$ cat src/rtl/mmul2_loader_if.sv
// Stream-in / operand-out bundle between a serial element source, mmul2_loader and mmul2.
// Optional frame-end checking (in_last/err) is present when MMUL2_LOADER_LAST_CHECK_EN is defined.
interface mmul2_loader_if #(
  parameter int unsigned RA = 2,
  parameter int unsigned CA = 2,
  parameter int unsigned RB = 2,
  parameter int unsigned CB = 2,
  parameter int unsigned W  = 32
);
  logic                   start;
  logic                   in_valid;
  logic                   in_ready;
  logic [W-1:0]           in_data;
  logic [RA*CA*W-1:0]     A;
  logic [RB*CB*W-1:0]     B;
  logic                   enable;
  logic                   completed;
  logic                   busy;
  logic                   done;
`ifdef MMUL2_LOADER_LAST_CHECK_EN
  logic                   in_last;
  logic                   err;
`endif

  // Source / mmul2 side of the loader
  modport master (
    output start, in_valid, in_data, completed,
    input  in_ready, A, B, enable, busy, done
`ifdef MMUL2_LOADER_LAST_CHECK_EN
    , output in_last
    , input  err
`endif
  );

  // The loader itself
  modport slave (
    input  start, in_valid, in_data, completed,
    output in_ready, A, B, enable, busy, done
`ifdef MMUL2_LOADER_LAST_CHECK_EN
    , input  in_last
    , output err
`endif
  );
endinterface

$ cat src/rtl/mmul2_loader.sv
// mmul2_loader: collects A then B elements (row-major, one per accepted beat) into
// flattened operand buses and holds mmul2.enable until mmul2 reports completed.
// Optional feature macro: MMUL2_LOADER_LAST_CHECK_EN (in_last framing check, sticky err).
module mmul2_loader #(
  parameter int unsigned RA = 2,
  parameter int unsigned CA = 2,
  parameter int unsigned RB = 2,
  parameter int unsigned CB = 2,
  parameter int unsigned W  = 32
) (
  input  logic          clk,
  input  logic          rst_n,
  mmul2_loader_if.slave bus
);

  localparam int unsigned NA   = RA * CA;
  localparam int unsigned NB   = RB * CB;
  localparam int unsigned NMAX = (NA > NB) ? NA : NB;
  localparam int unsigned IW   = $clog2(NMAX + 1);
  localparam int unsigned AW   = NA * W;
  localparam int unsigned BW   = NB * W;

  localparam logic [2:0] S_IDLE   = 3'd0;
  localparam logic [2:0] S_LOAD_A = 3'd1;
  localparam logic [2:0] S_LOAD_B = 3'd2;
  localparam logic [2:0] S_RUN    = 3'd3;
  localparam logic [2:0] S_FIN    = 3'd4;

  // Reject shapes that cannot be multiplied
  if (CA != RB || RA == 0 || CA == 0 || RB == 0 || CB == 0 || W == 0) begin : g_bad_dims
    $error("mmul2_loader: illegal dimensions (CA must equal RB, all dimensions nonzero)");
  end

  logic [2:0]    state_q, state_d;
  logic [IW-1:0] idx_q, idx_d;
  logic [AW-1:0] a_q, a_d;
  logic [BW-1:0] b_q, b_d;
  logic          in_ready_q, in_ready_d;
  logic          enable_q, enable_d;
  logic          busy_q, busy_d;
  logic          done_q, done_d;
  logic          xfer_c;
  logic          a_last_c;
  logic          b_last_c;
  logic          frame_err_c;
  logic          err_q, err_d;

  assign xfer_c   = bus.in_valid && in_ready_q;
  assign a_last_c = (idx_q == IW'(NA - 1));
  assign b_last_c = (idx_q == IW'(NB - 1));

  // Framing error: in_last must coincide exactly with the final B beat
`ifdef MMUL2_LOADER_LAST_CHECK_EN
  assign frame_err_c = (state_q == S_LOAD_B) ? (bus.in_last != b_last_c) : bus.in_last;
`else
  assign frame_err_c = 1'b0;
`endif

  // State and output registers
  always_ff @(posedge clk or negedge rst_n) begin
    if (!rst_n) begin
      state_q    <= S_IDLE;
      idx_q      <= '0;
      a_q        <= '0;
      b_q        <= '0;
      in_ready_q <= 1'b0;
      enable_q   <= 1'b0;
      busy_q     <= 1'b0;
      done_q     <= 1'b0;
      err_q      <= 1'b0;
    end else begin
      state_q    <= state_d;
      idx_q      <= idx_d;
      a_q        <= a_d;
      b_q        <= b_d;
      in_ready_q <= in_ready_d;
      enable_q   <= enable_d;
      busy_q     <= busy_d;
      done_q     <= done_d;
      err_q      <= err_d;
    end
  end

  // Next-state, element capture and registered-output decode
  always_comb begin
    state_d = state_q;
    idx_d   = idx_q;
    a_d     = a_q;
    b_d     = b_q;
    err_d   = err_q;

    case (state_q)
      S_IDLE: begin
        if (bus.start) begin
          state_d = S_LOAD_A;
          idx_d   = '0;
          err_d   = 1'b0;
        end
      end
      S_LOAD_A: begin
        if (xfer_c) begin
          for (int unsigned e = 0; e < NA; e++) begin
            if (idx_q == IW'(e)) a_d[e*W +: W] = bus.in_data;
          end
          if (frame_err_c) begin
            state_d = S_IDLE;
            idx_d   = '0;
            err_d   = 1'b1;
          end else if (a_last_c) begin
            state_d = S_LOAD_B;
            idx_d   = '0;
          end else begin
            idx_d = idx_q + IW'(1);
          end
        end
      end
      S_LOAD_B: begin
        if (xfer_c) begin
          for (int unsigned e = 0; e < NB; e++) begin
            if (idx_q == IW'(e)) b_d[e*W +: W] = bus.in_data;
          end
          if (frame_err_c) begin
            state_d = S_IDLE;
            idx_d   = '0;
            err_d   = 1'b1;
          end else if (b_last_c) begin
            state_d = S_RUN;
            idx_d   = '0;
          end else begin
            idx_d = idx_q + IW'(1);
          end
        end
      end
      S_RUN: begin
        if (bus.completed) state_d = S_FIN;
      end
      S_FIN: begin
        state_d = S_IDLE;
      end
      default: begin
        state_d = S_IDLE;
        idx_d   = '0;
      end
    endcase

    in_ready_d = (state_d == S_LOAD_A) || (state_d == S_LOAD_B);
    enable_d   = (state_d == S_RUN);
    busy_d     = (state_d != S_IDLE);
    done_d     = (state_d == S_FIN);
  end

  assign bus.in_ready = in_ready_q;
  assign bus.A        = a_q;
  assign bus.B        = b_q;
  assign bus.enable   = enable_q;
  assign bus.busy     = busy_q;
  assign bus.done     = done_q;
`ifdef MMUL2_LOADER_LAST_CHECK_EN
  assign bus.err      = err_q;
`endif

endmodule

$ cat src/flat_wrapper.sv
// flat-port wrapper written by rule: the top's interface ports become plain ports
module mmul2_loader_flat 
#(
  parameter int unsigned RA = 2,
  parameter int unsigned CA = 2,
  parameter int unsigned RB = 2,
  parameter int unsigned CB = 2,
  parameter int unsigned W  = 32
)
  (clk, rst_n, bus_start, bus_in_valid, bus_in_data, bus_completed, bus_in_ready, bus_A, bus_B, bus_enable, bus_busy, bus_done);
  mmul2_loader_if #(.RA(RA), .CA(CA), .RB(RB), .CB(CB), .W(W)) bus_i ();
  input  logic clk;
  input  logic rst_n;
  input wire logic [$bits(bus_i.start)-1:0] bus_start;
  input wire logic [$bits(bus_i.in_valid)-1:0] bus_in_valid;
  input wire logic [$bits(bus_i.in_data)-1:0] bus_in_data;
  input wire logic [$bits(bus_i.completed)-1:0] bus_completed;
  output wire logic [$bits(bus_i.in_ready)-1:0] bus_in_ready;
  output wire logic [$bits(bus_i.A)-1:0] bus_A;
  output wire logic [$bits(bus_i.B)-1:0] bus_B;
  output wire logic [$bits(bus_i.enable)-1:0] bus_enable;
  output wire logic [$bits(bus_i.busy)-1:0] bus_busy;
  output wire logic [$bits(bus_i.done)-1:0] bus_done;
  assign bus_i.start = bus_start;
  assign bus_i.in_valid = bus_in_valid;
  assign bus_i.in_data = bus_in_data;
  assign bus_i.completed = bus_completed;
  assign bus_in_ready = bus_i.in_ready;
  assign bus_A = bus_i.A;
  assign bus_B = bus_i.B;
  assign bus_enable = bus_i.enable;
  assign bus_busy = bus_i.busy;
  assign bus_done = bus_i.done;
  mmul2_loader #(.RA(RA), .CA(CA), .RB(RB), .CB(CB), .W(W)) u_core (.clk(clk), .rst_n(rst_n), .bus(bus_i));
endmodule
$ cat config.mk
export PLATFORM = sky130hd
export DESIGN_NAME = mmul2_loader_flat
export DESIGN_NICKNAME = d
export VERILOG_FILES = /design/src/rtl/mmul2_loader_if.sv /design/src/rtl/mmul2_loader.sv /design/src/flat_wrapper.sv
export SDC_FILE = /design/constraint.sdc
export NUM_CORES = 1
export LEC_CHECK = 0
export BUFFER_PORTS_ARGS = -buffer_cell sky130_fd_sc_hd__buf_2
export CORE_MARGIN = 2
export CORE_UTILIZATION = 30
export CTS_BUF_LIST = sky130_fd_sc_hd__clkbuf_8 sky130_fd_sc_hd__clkbuf_16
export CTS_CLUSTER_DIAMETER = 80
export CTS_CLUSTER_SIZE = 25
export DETAILED_ROUTE_END_ITERATION = 7
export PLACE_DENSITY_LB_ADDON = 0.08
export SETUP_SLACK_MARGIN = 0.2
export SLEW_MARGIN = 20
export SYNTH_ARGS = -nofsm -noshare
export SYNTH_HDL_FRONTEND = slang
export SYNTH_SLANG_ARGS = --single-unit
export TNS_END_PERCENT = 5
$ cat constraint.sdc
create_clock -name clk -period 1.6 [get_ports clk]
set_input_delay 0.32 -clock clk [delete_from_list [all_inputs] [get_ports clk]]
set_output_delay 0.32 -clock clk [all_outputs]
set_load 0.005 [all_outputs]
After elaboration in Yosys (flattened, before gate mapping)
Index checks and enable logic that the tools add are counted.
- muxes and demuxes: 11
- shifts and indexed selects: 0
- bitwise gates (word level): 1
- reduce and logical (&&, ||, !) cells: 16
- multipliers: 0
- divide/modulo/power cells: 0
- equal/unequal tests: 13
- magnitude comparators: 0
- add/sub/neg operators: 1
- operators with widths (operator ; count):
    3-bit 2-to-1 mux ; 9
    3-bit AND reduction ; 9
    3-bit by 2-bit == test with 1-bit output (second input constant) ; 6
    3-bit case mux with 4 select lines ; 1
    3-bit by 1-bit == test with 1-bit output (second input constant) ; 3
    3-bit case mux with 3 select lines ; 1
    3-bit == test (second input constant) ; 2
    3-bit zero test ; 2
    2-bit OR reduction ; 2
    3-bit by 1-bit adder with 3-bit output (second input constant) ; 1
    3-bit nonzero test ; 1
    2-bit by 1-bit inequality test with 1-bit output (second input constant) ; 1
    2-bit inequality test (second input constant) ; 1
    1-bit logical AND ; 1
    1-bit logical OR ; 1
    1-bit NOT ; 1
- ROM bits: 0
- bits in registers: 266
- bits of input ports: 37
- bits in latches: 0
- bits in writable memories: 0
- memories kept: 0
- word-level logic and storage cells: 56

Longest topological paths before layout
Gate-level depths: netlist (run 1).
- depth after elaboration: 6
- depth in mapped cells: 5

Worst setup path before layout (run 1)
No wires, ideal clock.
- path kind: register -> register
- from: reg u_core.state_q[1]
- to: reg u_core.idx_q[1]
- setup slack: -0.044 ns
- period minus slack after synthesis: 1.644 ns
- buffers on the path: 1
- cell stages (with the launch flop): 5
- library setup time: 0.125 ns
- required time: 1.475 ns
- arrival time: 1.519 ns
- path through: dfrtp_1 -> buf_2 -> or4b_1 -> o211ai_1 -> mux2_2
- word-level cells in the longest chain between the ends: 4
- elaborated cells between the ends (all ways): 12
- those cells by class: eq/ne (6); mux (1); bitwise (1); reduce/logical (4)
- ends and longest elaborated chain (item ; RTL line ; source):
    from (decl) ; mmul2_loader.sv:34 ; logic [2:0] state_q, state_d;
    from (signal assigned) ; mmul2_loader.sv:72 ; state_q <= state_d;
    3-bit by 1-bit == test with 1-bit output, or another cell as far along ; mmul2_loader.sv:92 ; case (state_q)
    2-bit OR reduction (no source line) ; - ;
    2-bit by 1-bit inequality test with 1-bit output (no source line) / 1-bit NOT (equally long branches) ; - ;
    3-bit AND reduction (no source line) ; - ;
    to (signal assigned) ; mmul2_loader.sv:73 ; idx_q <= idx_d;
    to (decl) ; mmul2_loader.sv:35 ; logic [IW-1:0] idx_q, idx_d;
Parallel ways exist; a longest one is shown, timed or not.
A chain may end at the register's enable or synchronous reset.

Worst setup path after layout (run 1)
- from: reg u_core.idx_q[0]
- to: reg u_core.a_q[70], in the netlist u_core.bus.A[70]
- word-level cells in the longest chain between the ends: 2
- ends and longest elaborated chain (item ; RTL line ; source):
    3-bit by 2-bit == test with 1-bit output ; mmul2_loader.sv:103 ; if (idx_q == IW'(e)) a_d[e*W +: W] = bus.in_data;
    3-bit AND reduction (no source line) ; - ;
    to (signal assigned) ; mmul2_loader.sv:64 ; a_q <= '0;
    to (signal assigned) ; mmul2_loader.sv:74 ; a_q <= a_d;
    to (decl) ; mmul2_loader.sv:36 ; logic [AW-1:0] a_q, a_d;
Every way passes these cells.

==> results.cfg, run 1 <==
[timing]
timing.final.crit_period_ns = 1.65
finalSetupViolations = 193
min_period_over_period = 1.03
timing.clock.skew_ns = 0.0218
max_freq_mhz = 606
slew_headroom = 0.748
setup-tns-final_ns = -3.96
rsz0062_at_grt = yes
final-hold-violation-count = 0
tightest_slew_ns = 0.379
drv_slew = 0
setup_ws_ns = -0.0489

[yosys]
synth_top_area_share = 0.658
ys_warn_count = 0
synth_compound_area_frac = 0.00593
yosysSeqAreaShare = 0.658
syn-cell-area_um2 = 10100
synth_edf_count = 0
synthFlopType = dfrtp_1
ys_async_sr_fraction = 1.00
synth_area_leaders = dfrtp_1 (66%), mux2_2 (29%), buf_6 (2.0%)
synth_fa_ha_area_frac = 0.00494
yosys.area.top_type = dfrtp_1
syn_area_per_cell_um2 = 17.0
post_synth_num_cell_types = 32
synth_cells = 597
yosysMostFrequentCell = dfrtp_1
ys_seq_elements = 266
synthTopCellsByCount = dfrtp_1 (266), mux2_2 (257), buf_6 (18)
syn-num-nets = 638
synth_xor_area_frac = 0.000865
synthSimpleGateAreaFrac = 0.0180
synthMuxAreaShare = 0.287
synth_top_family_by_area = multiplexers

[power]
total_power_w = 0.0241
leakage_nw = 7.34
peakVddDrop_uv = 1040
power.density_nw_per_um2 = 1760

[job]
cap_viol_max_count = 0

[grt]
grt_pass1_wl_um = 43500
antenna_found_initial = 0
grt_max_degree = 65
first_global_vias = 6536
grt.total_usage = 0.162
grt-ovfl-total = 0

[clock_tree]
cts_made_buffers = 16
htree_levels = 1
insertion_delay_ns = 0.50
path_clk_slew_ns = 0.10
root_buffer = clkbuf_16
clk_path_buf_depth = 3
cts_tree = done
clock_sinks = 266

[critical_path]
crit_path_end_kind = flop
critPathMaxStageDelay_ns = 0.43
cp_cell_sequence = buf_4, inv_6, ha_4, nand3_4, clkbuf_16, mux2_4
critPathArrivalTime_ns = 2.03
path_buf_inv = 3
path_max_fanout = 6
worstSetupPathType = flop to flop
crit_family = buffers and inverters
cpMaxStageDelayCell = dfrtp_1
worstSetupStartpointType = flop
required_ns = 1.99

[final_layout]
area_growth_pct = 35.4
fill_cells = 3232
multi_input_area_um2 = 3620
layout.nets = 976
diodes = 0
layout-drive-gt1-share = 0.688
seqCellArea_um2 = 6660

[detailed_routing]
drc_errors = 0
drt_iter0_markers = 248
wire_per_inst_um = 20.8
drtAntennaViolNets = 0
via_per_inst = 4.50
finalWirelength_um = 29000
via_count = 6269
first_pass_iters = 4

[placed_design]
place_hpwl_um = 19300
io_buffers = 296
gp_congestion = 0.732

[die]
dieWidth_um = 188
dieArea_um2 = 35200
start_util = 0.303
ioPinCount = 297
core_area_um2 = 33400
die_y_um = 188
rows = 67

[outcome]
violations = setup timing
status = complete, but fails checks

[hold_path]
hold_class = input port to flop
logic make-up after synthesis:
logic type / after synthesis
AOI/OAI and AO/OA: 9
xor gates and xnor gates: 1
adders and majority gates: 4
buffers and inverters: 30
DFF: 266
muxes: 258
and+or+nand+nor: 29
state kept, by name, indices dropped and copies added, names as in the netlist:
signal and count:
u_core.bus.busy 1, u_core.bus.B 128, u_core.state_q 3, u_core.bus.A 128
u_core.bus.in_ready 1, u_core.bus.enable 1, u_core.idx_q 3, u_core.bus.done 1
final timing paths:
check	to	cells past startpoint	start	slack (ns)
max reg2reg	u_core.bus.A[70]	6	u_core.idx_q[0]	-0.05
min reg2reg	u_core.bus.B[115]	1	u_core.bus.B[115]	0.50
max in group asynchronous	u_core.bus.A[103]	3	rst_n	0.67
max	u_core.bus.A[70]	6	u_core.idx_q[0]	-0.05
min	u_core.bus.busy	3	bus_start	0.13
min in group asynchronous	u_core.bus.A[112]	2	rst_n	0.26
worst min-delay path, cell delays in order:
cell and delay, ns:
buf_2 0.13, nor3_1 0.05, nor2_1 0.08
cell usage in the layout, fill, tap and decap left out, types with 4 or more instances in the layout:
cell type	netlist	routed
mux2_2	257	182
mux2_4	0	75
nand2_1	4	4
buf_4	1	17
buf_12	0	21
buf_2	7	287
dfrtp_1	266	266
clkbuf_16	0	19
buf_6	18	14
nand3_4	0	4
per-stage QoR:
stage / cells / util / hold slack [ns] / setup slack (ns) / instance area (um^2)
global route: 1392 / 0.411 / 0.142 / -0.110 / 13700
floorplan: 597 / - / 0.0244 / -0.00923 / 10200
detailed placement: 1352 / 0.374 / 0.199 / -0.0834 / 12500
finish: 1392 / 0.411 / 0.129 / -0.0489 / 13700
CTS: 1388 / 0.406 / 0.0922 / -0.0480 / 13600
global placement: 1352 / 0.374 / 0.197 / -0.0880 / 12500
where the power goes:
group	switching, W	total, W	internal (W)
clock network	0.00242	0.00475	0.00233
logic	0.00354	0.00879	0.00525
registers	0.00124	0.0105	0.00927
total	0.00721	0.0241	0.0168
repair_timing:
action / in CTS / in global routing
setup buffers: 6 / 2
setup endpoints to repair: 266 / 307
cloned: 2 / 2
hold buffers: 1 / 0
pin swaps: 11 / 6
resized for setup: 110 / 16
endpoints found under the hold margin: 89 / 0
layer usage:
| metal | vias to the layer above | part of all wire | global-route usage |
|---|---|---|---|
| met5 | - | 0 | 0 |
| li1 | 2794 | - | - |
| met1 | 3301 | 0.45 | 0.219 |
| met3 | 19 | 0.049 | 0.0339 |
| met4 | 0 | 0.014 | 0.0324 |
| met2 | 155 | 0.48 | 0.270 |
area by class of cell:
class,count,area share
flip-flops and latches,266,0.486
clock buffers,17,0.0310
multi-input cells,301,0.264
repair buffers,347,0.168
inverters,3,0.00119
clock inverters,10,0.00913
well taps,448,0.0409
(Power assumes the default switching activity.)
==> inputs of run 2 (changes only) <==
- clock period: 1.6 -> 1.5 ns (I/O delays scaled with it)
==> run 2 against run 1 <==
Net effect: the run still ends with setup timing left; clock power grew 7.4%; clock skew is 0.0010 ns lower; hold slack got worse by 0.0098 ns; critical path depth decreased by 1; critical path type unchanged; largest cell class unchanged; highest routed layer unchanged.
==> results.cfg, run 2 (same netlist as run 1, synthesis figures left out) <==
[critical_path]
crit_path_end_kind = flop
critPathArrivalTime_ns = 2.05
required_ns = 1.90
cpMaxStageDelayCell = dfrtp_1
worstSetupStartpointType = flop
timing.critical_path.mode_cell = buf_12
worstSetupPathType = flop to flop
cp_cell_sequence = and4bb_4, buf_12, nand3_4, buf_12, mux2_2
path_max_fanout = 17
critPathMaxStageDelay_ns = 0.39

[detailed_routing]
drt_iter0_markers = 291
via_per_inst = 4.48
wire_per_inst_um = 20.1
drtAntennaViolNets = 0
drc_errors = 0
finalWirelength_um = 28200
via_count = 6272
first_pass_iters = 4

[grt]
grt.total_usage = 0.159
antenna_found_initial = 0
grt-ovfl-total = 0
first_global_vias = 6475
grt_pass1_wl_um = 42900
grt_max_degree = 56

[clock_tree]
path_clk_slew_ns = 0.09
insertion_delay_ns = 0.51
root_buffer = clkbuf_16
clock_sinks = 266
clk_path_buf_depth = 3
cts_tree = done
cts_made_buffers = 17
htree_levels = 1

[final_layout]
most-common-layout-cells = buf_2 (274), dfrtp_1 (265), mux2_2 (249), buf_6 (30), buf_4 (25)
final_core_util = 0.405
diodes = 0
layout.nets = 983
layout-drive-gt1-share = 0.689
final_common_cell = buf_2
area_growth_pct = 33.6

[hold_path]
hold_class = input port to flop

[die]
start_util = 0.303
rows = 67
core_area_um2 = 33400
dieWidth_um = 188
ioPinCount = 297
die_y_um = 188
dieArea_um2 = 35200

[outcome]
status = complete, but fails checks
violations = setup timing

[placed_design]
gp_congestion = 0.725
dp_slack_ns = -0.242
place_hpwl_um = 19600
io_buffers = 296

[timing]
slew_headroom = 0.779
timing.clock.skew_ns = 0.0208
final-hold-violation-count = 0
setup_ws_ns = -0.149
rsz0062_at_grt = yes
whs_ns = 0.119
timing.final.crit_period_ns = 1.65
finalSetupViolations = 259
min_period_over_period = 1.10
drv_slew = 0
tightest_slew_ns = 0.331
max_freq_mhz = 606

[power]
power.density_nw_per_um2 = 1860
peakVddDrop_uv = 736
leakage_nw = 7.07

[job]
cap_viol_max_count = 0
## run 2: cell types whose count changed in the layout (fill, tap and decap cells not counted), moves of 3 or more
cell    change
buf_4       +8
buf_2      -13
mux2_2     +67
buf_6      +16
mux2_4     -67
ha_4        -3
inv_1       +3
## run 2: path summary, 6_finish.rpt
path,start,end,slack (ns),cells after the start
hold reg to reg,u_core.bus.B[110],u_core.bus.B[110],0.51,1
min in group asynchronous,rst_n,u_core.bus.A[112],0.22,2
max in group asynchronous,rst_n,u_core.bus.in_ready,0.62,3
setup / recovery,u_core.state_q[2],u_core.bus.A[43],-0.15,5
setup reg to reg,u_core.state_q[2],u_core.bus.A[43],-0.15,5
hold / removal,bus_in_data[12],u_core.bus.B[44],0.12,2
## run 2: timing repair
action                                  in CTS  in global routing
buffers inserted                             6                  2
gates cloned                                 1                  0
gates resized for setup                     43                 18
hold buffers                                 1                  0
endpoints found under the hold margin      252                  0
endpoints found under the setup margin     522                523
pin swaps                                    8                  2
## run 2: area by class of cell
| type | instances | area (um^2) |
|---|---|---|
| clock buffer | 17 | 425 |
| tap | 448 | 561 |
| timing repair buffer | 353 | 2360 |
| fill | 3283 | 19800 |
| sequential | 266 | 6660 |
| clock inverter | 13 | 144 |
| multi-input combinational | 301 | 3360 |
| inverter | 3 | 11.3 |
## run 2: layer usage
| layer | global-route usage | share of wire | up-vias |
|---|---|---|---|
| li1 | - | - | 2830 |
| met1 | 0.214 | 0.45 | 3255 |
| met2 | 0.266 | 0.49 | 159 |
| met3 | 0.0322 | 0.051 | 28 |
| met4 | 0.0357 | 0.017 | 0 |
| met5 | 0 | 0 | - |
## run 2: power by group
group | leakage, nW | switching [W] | internal [W]
clock network | 0.280 | 0.00271 | 0.00238
registers | 3.43 | 0.00131 | 0.00989
logic | 3.36 | 0.00367 | 0.00524
total | 7.07 | 0.00769 | 0.0175
## run 2: worst max-delay path: cells and delay by family (launching register included)
| family | cells | cell delay (ns) |
|---|---|---|
| buffers and inverters | 2 | 0.33 |
| DFF | 1 | 0.39 |
| muxes | 1 | 0.28 |
| and+or+nand+nor | 2 | 0.54 |
## run 2: through the flow
| stage | cell area, um^2 | cells | power [W] | setup TNS (ns) |
|---|---|---|---|---|
| 2_1_floorplan | 10200 | 597 | 0.0152 | -9.54 |
| 3_3_place_gp | 12600 | 1361 | 0.0197 | -36.93 |
| 3_5_place_dp | 12600 | 1361 | 0.0198 | -38.86 |
| 4_1_cts | 13400 | 1399 | 0.0256 | -26.91 |
| 5_1_grt | 13500 | 1401 | 0.0268 | -36.07 |
| 6_report | 13500 | 1401 | 0.0252 | -24.71 |
